## src/rtl/seq_mult4_shift_add.sv

```systemverilog
// Sequential 4x4 unsigned shift-and-add multiplier.
// One ripple-carry adder is reused across four iterations. Operands
// arrive on a valid/ready handshake and the 8-bit product leaves on a
// second valid/ready handshake.

// 4-bit ripple-carry adder. Adds x + y + cin and returns a 4-bit sum
// with a carry out. The multiplier below uses it with cin tied low.
module fourbitadder (
    input  logic [3:0] i_x,
    input  logic [3:0] i_y,
    input  logic       i_cin,
    output logic [3:0] o_sum,
    output logic       o_cout
);

    logic [4:0] w_carry;

    assign w_carry[0] = i_cin;

    // One full adder per bit; the carry ripples from bit 0 up to bit 3.
    for (genvar g = 0; g < 4; g++) begin : gFullAdder
        assign o_sum[g]       = i_x[g] ^ i_y[g] ^ w_carry[g];
        assign w_carry[g + 1] = (i_x[g] & i_y[g])
                              | (i_x[g] & w_carry[g])
                              | (i_y[g] & w_carry[g]);
    end

    assign o_cout = w_carry[4];

endmodule

// Multiplier top level. The partial product lives in {hi, lo}: hi
// accumulates the multiplicand, lo starts as the multiplier and is
// shifted out one bit per iteration while the product shifts in.
module seq_mult4_shift_add #(
    parameter int WIDTH = 4
) (
    input  logic                 clk,
    input  logic                 rst_n,
    input  logic                 in_valid,
    output logic                 in_ready,
    input  logic [WIDTH-1:0]     a,
    input  logic [WIDTH-1:0]     b,
    output logic                 out_valid,
    input  logic                 out_ready,
    output logic [2*WIDTH-1:0]   product,
    output logic                 busy
);

    // The datapath is built around a single 4-bit adder, so any other
    // operand width is rejected at elaboration time.
    if (WIDTH != 4) begin : gBadWidth
        $error("seq_mult4_shift_add: WIDTH must be 4");
    end

    typedef enum logic [1:0] {
        S_IDLE = 2'd0,
        S_RUN  = 2'd1,
        S_DONE = 2'd2
    } state_t;

    // Last iteration index: four iterations, counted 0..3.
    localparam logic [2:0] LAST_ITER = 3'd3;

    state_t               r_state;
    logic [WIDTH-1:0]     r_mcand;
    logic [WIDTH-1:0]     r_hi;
    logic [WIDTH-1:0]     r_lo;
    logic [2:0]           r_cnt;
    logic [2*WIDTH-1:0]   r_product;

    state_t               w_stateNext;
    logic [WIDTH-1:0]     w_mcandNext;
    logic [WIDTH-1:0]     w_hiNext;
    logic [WIDTH-1:0]     w_loNext;
    logic [2:0]           w_cntNext;
    logic [2*WIDTH-1:0]   w_productNext;

    logic [WIDTH-1:0]     w_sum;
    logic                 w_cout;
    logic [2*WIDTH-1:0]   w_shifted;

    // Shared adder: hi + mcand. The carry out is the ninth bit of the
    // partial product, so it is never lost before the shift.
    fourbitadder uAdder (
        .i_x    (r_hi),
        .i_y    (r_mcand),
        .i_cin  (1'b0),
        .o_sum  (w_sum),
        .o_cout (w_cout)
    );

    // Next partial product: add the multiplicand when the current
    // multiplier bit is set, then shift the 9-bit value right by one.
    always_comb begin
        if (r_lo[0]) begin
            w_shifted = {w_cout, w_sum, r_lo[WIDTH-1:1]};
        end else begin
            w_shifted = {1'b0, r_hi, r_lo[WIDTH-1:1]};
        end
    end

    // Next-state, datapath-load and handshake decode. Every output is
    // defaulted first so that each state only names what it changes.
    always_comb begin
        w_stateNext   = r_state;
        w_mcandNext   = r_mcand;
        w_hiNext      = r_hi;
        w_loNext      = r_lo;
        w_cntNext     = r_cnt;
        w_productNext = r_product;
        in_ready      = 1'b0;
        out_valid     = 1'b0;
        busy          = 1'b0;

        case (r_state)
            S_IDLE: begin
                in_ready = 1'b1;
                if (in_valid) begin
                    w_mcandNext = a;
                    w_hiNext    = '0;
                    w_loNext    = b;
                    w_cntNext   = 3'd0;
                    w_stateNext = S_RUN;
                end
            end

            S_RUN: begin
                busy      = 1'b1;
                w_hiNext  = w_shifted[2*WIDTH-1:WIDTH];
                w_loNext  = w_shifted[WIDTH-1:0];
                w_cntNext = r_cnt + 3'd1;
                if (r_cnt == LAST_ITER) begin
                    w_productNext = w_shifted;
                    w_stateNext   = S_DONE;
                end
            end

            S_DONE: begin
                busy      = 1'b1;
                out_valid = 1'b1;
                if (out_ready) begin
                    w_stateNext = S_IDLE;
                end
            end

            default: begin
                w_stateNext = S_IDLE;
            end
        endcase
    end

    // State and datapath registers. Reset is synchronous and discards
    // any operation that is in flight, including the held product.
    always_ff @(posedge clk) begin
        if (!rst_n) begin
            r_state   <= S_IDLE;
            r_mcand   <= '0;
            r_hi      <= '0;
            r_lo      <= '0;
            r_cnt     <= 3'd0;
            r_product <= '0;
        end else begin
            r_state   <= w_stateNext;
            r_mcand   <= w_mcandNext;
            r_hi      <= w_hiNext;
            r_lo      <= w_loNext;
            r_cnt     <= w_cntNext;
            r_product <= w_productNext;
        end
    end

    assign product = r_product;

endmodule

```

## config.mk

```make
export PLATFORM = sky130hd
export DESIGN_NAME = seq_mult4_shift_add
export DESIGN_NICKNAME = d
export VERILOG_FILES = /design/src/rtl/seq_mult4_shift_add.sv
export SDC_FILE = /design/constraint.sdc
export NUM_CORES = 1
export LEC_CHECK = 0
export ABC_CLOCK_PERIOD_IN_PS = 2000
export CAP_MARGIN = 25
export CORE_AREA = 2 2 56 58
export CTS_CLUSTER_DIAMETER = 150
export DETAILED_ROUTE_END_ITERATION = 6
export DIE_AREA = 0 0 58 60
export GPL_ROUTABILITY_DRIVEN = 0
export PLACE_DENSITY = 0.72
export REMOVE_ABC_BUFFERS = 1
export SETUP_SLACK_MARGIN = 0.5
export SYNTH_ARGS = -nofsm -noshare
export SYNTH_HDL_FRONTEND = slang
export SYNTH_SLANG_ARGS = --single-unit
```

## constraint.sdc

```tcl
create_clock -name clk -period 2 [get_ports clk]
set_clock_uncertainty 0.05 [all_clocks]
set_input_delay 0.5 -clock clk [delete_from_list [all_inputs] [get_ports clk]]
set_output_delay 0.5 -clock clk [all_outputs]
set_load 0.01 [all_outputs]
```

==> results.cfg, run 1 <==
[placement]
place_area_sq_um = 1534
port-buffer-count = 22
post-place-ws_ns = -0.3313
dp_hpwl_um = 1945
placedCellCount = 189

[yosys]
syn_area_per_cell_sq_um = 9.398
synth-edff-count = 0
ys_seq_elements = 25
dominantRegCellSynth = dfxtp_1
synth_async_sr_flop_share = 0
ys_types = 31
ys_seq_area_frac = 0.3945
netlist_area_sq_um = 1269
synth_cells = 135
yosys_warnings = 0

[floorplanning]
initial_core_util = 0.4371
die_area_sq_um = 3480
die_w_um = 58
std_cell_rows = 20
die_h_um = 60
coreArea_sq_um = 2903
boundaryPins = 23

[cells_and_area]
nFillCells = 263
stdcell_count = 199
register_area_sq_um = 511.7
multi_input_area_sq_um = 753.2
layout_common_cells = nand2_1, dfxtp_1, clkdlybuf4s50_1, buf_4, dfxtp_2
area_growth_pct = 32.45
fin_area_sq_um = 1680
final_common_cell = nand2_1
drive_gt1_frac = 0.3494
nNetsFinal = 188
num_antenna_cells = 0

[timing]
slew_headroom = 0.7189
setup_ws_ns = -0.2339
hold_viol = 0
slew_viol_final = 0
grt_setup_unrepaired = true
hold_ws_ns = 0.4096
period_share = 1.117
worst_pin_slew_ns = 0.4211
timing.fmax_mhz = 447.6
period_minus_slack_ns = 2.234
finalSetupViolCount = 2

[setup_path]
endpoint_kind = flop
crit_arrival_ns = 2.43
path_class = flop to flop
start_kind = flop
crit_required_ns = 2.19
crit_fanout = 2

[cts]
cts_buffers = 3
htree_levels = 1
holdBufCountCts = 0
cts-root-buf = clkbuf_4
cts_tree = built
path_clk_slew_ns = 0.15
clockBufferDepth = 2
clock-sinks = 25
insertion_delay_ns = 0.33

[drt]
drc = 0
drt_iter0_drc = 17
wire_per_inst_um = 13.58
final_antenna_net_count = 0
wirelength_um = 2702
vias_per_cell = 5.191
num_vias = 1033
first_pass_iters = 4

[power]
power_density_nw_per_um2 = 992.7
leakage_uw = 0.0006885
total_power_uw = 1668
vdd_drop_max_mv = 0.7359

[outcome]
status = complete, but fails checks
violations = setup timing

[run]
max-cap-violations = 0

[global_route]
grt-ovfl-total = 0
grt_pass1_wl_um = 4602
grtUsageTotal = 0.1733
antenna_found_initial = 0
grt_pass1_vias = 1032
grt_max_degree = 16

[worst_hold_path]
worstHoldPathType = flop to flop
[final timing paths]
path	from	end	slack [ns]	cells after the start
max	r_mcand[0]$_SDFFE_PN0P_	r_hi[2]$_SDFFE_PN0P_	-0.23	9
min	product[5]$_SDFFE_PN0P_	product[5]$_SDFFE_PN0P_	0.41	2
max reg2reg	r_mcand[0]$_SDFFE_PN0P_	r_hi[2]$_SDFFE_PN0P_	-0.23	9
min reg2reg	product[5]$_SDFFE_PN0P_	product[5]$_SDFFE_PN0P_	0.41	2
[metrics by stage]
stage | TNS, ns | utilization
final | -0.4575 | 0.5789
after global routing | -0.7327 | 0.5789
after CTS | -0.4733 | 0.5690
after detailed placement | -0.6321 | 0.5284
after global placement | -0.5418 | 0.5284
after floorplan | -0.4360 | -
[sequential cells by signal (all words and copies together), names as in the netlist]
name / flops
r_cnt: 3
r_hi: 4
r_lo: 4
product: 8
r_state: 2
r_mcand: 4
[report_power, final]
| group | switching [uW] | internal, uW |
|---|---|---|
| combinational | 366 | 423 |
| sequential | 72.0 | 572 |
| clock | 159 | 76.5 |
[cell type report]
class | instances | share of cell area
Clock inverter | 1 | 0.004468
Clock buffer | 3 | 0.01340
Tap cell | 33 | 0.02457
Sequential cell | 25 | 0.3045
Multi-Input combinational cell | 91 | 0.4483
Timing Repair Buffer | 35 | 0.1787
Inverter | 11 | 0.02606
[repair_timing]
item	4_1_cts	5_1_grt
setup buffers	2	4
endpoints found under the setup margin	31	23
resized for setup	58	23
pin swaps	4	7
[worst max-delay path, stage by stage, from the launching register on]
cell and delay, ns:
dfxtp_2 0.35, ha_2 0.17, inv_2 0.04, fa_2 0.33, fa_2 0.34, inv_2 0.06, fa_1 0.38, mux2i_1 0.19
o32ai_1 0.10, and2_1 0.15
[metal layers]
metal	routed length, um	up-vias	GRT usage
met3	57	4	0.02597
li1	-	522	-
met5	0	-	0
met2	1452	9	0.3214
met1	1168	498	0.2067
met4	25	0	0.04983
[cell families after synthesis]
logic type      count (synthesis)  share of synthesized area
compound gates                 30                     0.1953
fa+ha+maj                       9                     0.1065
buf+inv                        19                    0.07100
flops                          25                     0.3945
mux                             9                    0.08481
simple gates                   43                     0.1479
[cell usage after synthesis (all sizes together) (2+ instances only)]
master	number	area, sq um
a21boi	14	105.1
and2	2	12.51
buf	6	41.28
clkbuf	2	7.510
dfxtp	25	500.5
fa	3	60.06
ha	6	75.07
inv	11	41.29
mux2i	8	92.59
nand2	30	112.6
nand3	5	25.02
nor2b	3	18.77
o2111ai	2	17.52
o211a	5	50.05
o211ai	2	15.01
(Power assumes the default switching activity.)
==> inputs of run 2 (changes only) <==
--- a/config.mk
+++ b/config.mk
@@ -12,8 +12,8 @@
 export DETAILED_ROUTE_END_ITERATION = 6
 export DIE_AREA = 0 0 58 60
 export GPL_ROUTABILITY_DRIVEN = 0
+export MAX_ROUTING_LAYER = met4
 export PLACE_DENSITY = 0.72
-export REMOVE_ABC_BUFFERS = 1
 export SETUP_SLACK_MARGIN = 0.5
 export SYNTH_ARGS = -nofsm -noshare
 export SYNTH_HDL_FRONTEND = slang
==> run 2 against run 1 <==
The run still ends with setup timing left. Clock power shrank 3%. Utilization is 0.78 points higher. Via count grew 2.4%. First-iteration DRC count fell by 41%. Sequential cell count did not move. Critical path depth did not move. Maximum frequency down 1.0%. Worst setup slack worse by 0.023 ns. Non-clock buffer count is the same. Combinational power up 2%. Critical path type unchanged. Highest routed layer unchanged.
==> results.cfg, run 2 (synthesis gave the netlist of run 1 again) <==
[cts]
cts_buffers = 3
holdBufCountCts = 0
cts_tree = built
insertion_delay_ns = 0.32
htree_levels = 1
cts-root-buf = clkbuf_4
path_clk_slew_ns = 0.14
clock-sinks = 25
clockBufferDepth = 2

[setup_path]
critPathTopFamily = adder cells
start_kind = flop
slowest_delay_ns = 0.41
crit_arrival_ns = 2.43
cpMaxStageDelayCell = fa_1
crit_fanout = 2
endpoint_kind = flop
crit_required_ns = 2.17
critical_path.cell_chain = ha_4 -> inv_2 -> fa_2 -> fa_2 -> inv_2 -> fa_1 -> mux2i_2 -> o32ai_1 -> and2_1
path_class = flop to flop
crit_buf_inv = 2

[global_route]
grt_pass1_vias = 995
grt-ovfl-total = 0
antenna_found_initial = 0
grtUsageTotal = 0.1678
grt_max_degree = 17
grt_pass1_wl_um = 4333

[drt]
wire_per_inst_um = 13.02
drc = 0
drt_iter0_drc = 10
final_antenna_net_count = 0
vias_per_cell = 5.317
first_pass_iters = 4
wirelength_um = 2590
num_vias = 1058

[power]
power_density_nw_per_um2 = 981.1
vdd_drop_max_mv = 0.7845
leakage_uw = 0.0006908

[floorplanning]
coreArea_sq_um = 2903
die_area_sq_um = 3480
initial_core_util = 0.4371
die_w_um = 58
std_cell_rows = 20
die_h_um = 60
boundaryPins = 23

[timing]
slew_headroom = 0.7960
finalSetupViolCount = 2
period_minus_slack_ns = 2.257
hold_viol = 0
hold_ws_ns = 0.4178
setup_ws_ns = -0.2572
grt_setup_unrepaired = true
worst_pin_slew_ns = 0.2975
timing.fmax_mhz = 443.0
slew_viol_final = 0
period_share = 1.129

[cells_and_area]
layout_common_cells = nand2_1, dfxtp_1, clkdlybuf4s50_1, buf_4
final_util = 0.5866
drive_gt1_frac = 0.3133
final_common_cell = nand2_1
multi_input_area_sq_um = 764.5
area_growth_pct = 34.22
nNetsFinal = 188
num_antenna_cells = 0
register_area_sq_um = 506.7
nFillCells = 245
largest_register_ff_count = 8

[placement]
dp_hpwl_um = 1852
port-buffer-count = 22

[yosys]
syn-num-nets = 156

[run]
max-cap-violations = 0

[outcome]
violations = setup timing
status = complete, but fails checks

[worst_hold_path]
worstHoldPathType = flop to flop
==> run 2: cell count changes in the layout (fill, tap and decap cells not counted), sizes merged <==
cell / change
clkinv: +1
clkbuf: -3
clkinvlp: -1
clkdlybuf4s15: +3
==> run 2: final cells by class <==
cell class | count | area share
tap | 33 | 0.02425
clock buffer | 3 | 0.01323
clock inverter | 1 | 0.002939
timing repair buffer | 35 | 0.1874
multi-input combinational | 91 | 0.4489
sequential | 25 | 0.2976
inverter | 11 | 0.02572
==> run 2: what timing repair did <==
item                       4_1_cts  5_1_grt
pin swaps                        4        6
setup endpoints to repair       30       23
gates resized for setup         48       19
buffers inserted                 4        1
==> run 2: power breakdown <==
| group | total, uW | switching, uW | internal (uW) | leakage, uW |
|---|---|---|---|---|
| registers | 640 | 68.3 | 572 | 0.000205 |
| logic | 804 | 375 | 429 | 0.000468 |
| clock network | 227 | 152 | 74.7 | 0.0000177 |
==> run 2: layer usage <==
layer / track usage / vias up / share of wire
met3: 0.02597 / 4 / 0.022
met1: 0.1952 / 517 / 0.45
met2: 0.2873 / 11 / 0.51
met4: 0.07309 / 0 / 0.015
li1: - / 526 / -
met5: - / - / 0
==> run 2: worst paths after layout <==
path,start,to,slack (ns),cells past startpoint
setup / recovery,r_mcand[0]$_SDFFE_PN0P_,r_hi[2]$_SDFFE_PN0P_,-0.26,9
hold / removal,product[5]$_SDFFE_PN0P_,product[5]$_SDFFE_PN0P_,0.42,2
setup reg to reg,r_mcand[0]$_SDFFE_PN0P_,r_hi[2]$_SDFFE_PN0P_,-0.26,9
hold reg to reg,product[5]$_SDFFE_PN0P_,product[5]$_SDFFE_PN0P_,0.42,2
==> run 2: worst reg2reg max path: stages (launching register included) <==
cell,delay [ns]
dfxtp_2,0.38
ha_4,0.13
inv_2,0.03
fa_2,0.32
fa_2,0.34
inv_2,0.06
fa_1,0.41
mux2i_2,0.21
o32ai_1,0.10
and2_1,0.15
==> run 2: metrics by stage <==
step | power [uW] | TNS [ns] | instance area (sq um) | instances | setup WS [ns]
floorplan | 1070 | -0.2428 | 1289 | 135 | -0.1570
global placement | 1229 | -0.3426 | 1562 | 190 | -0.2000
detailed placement | 1240 | -0.4959 | 1562 | 190 | -0.2865
CTS | 1618 | -0.5251 | 1684 | 198 | -0.2799
global route | 1771 | -0.6264 | 1703 | 199 | -0.3379
finish | 1671 | -0.4598 | 1703 | 199 | -0.2572
==> inputs of run 3 (changes only) <==
--- a/config.mk
+++ b/config.mk
@@ -15,6 +15,7 @@
 export MAX_ROUTING_LAYER = met4
 export PLACE_DENSITY = 0.72
 export SETUP_SLACK_MARGIN = 0.5
+export SLEW_MARGIN = 20
 export SYNTH_ARGS = -nofsm -noshare
 export SYNTH_HDL_FRONTEND = slang
 export SYNTH_SLANG_ARGS = --single-unit
==> results of run 3 <==
The final DEF is identical to that of run 2; final timing and power are the same.
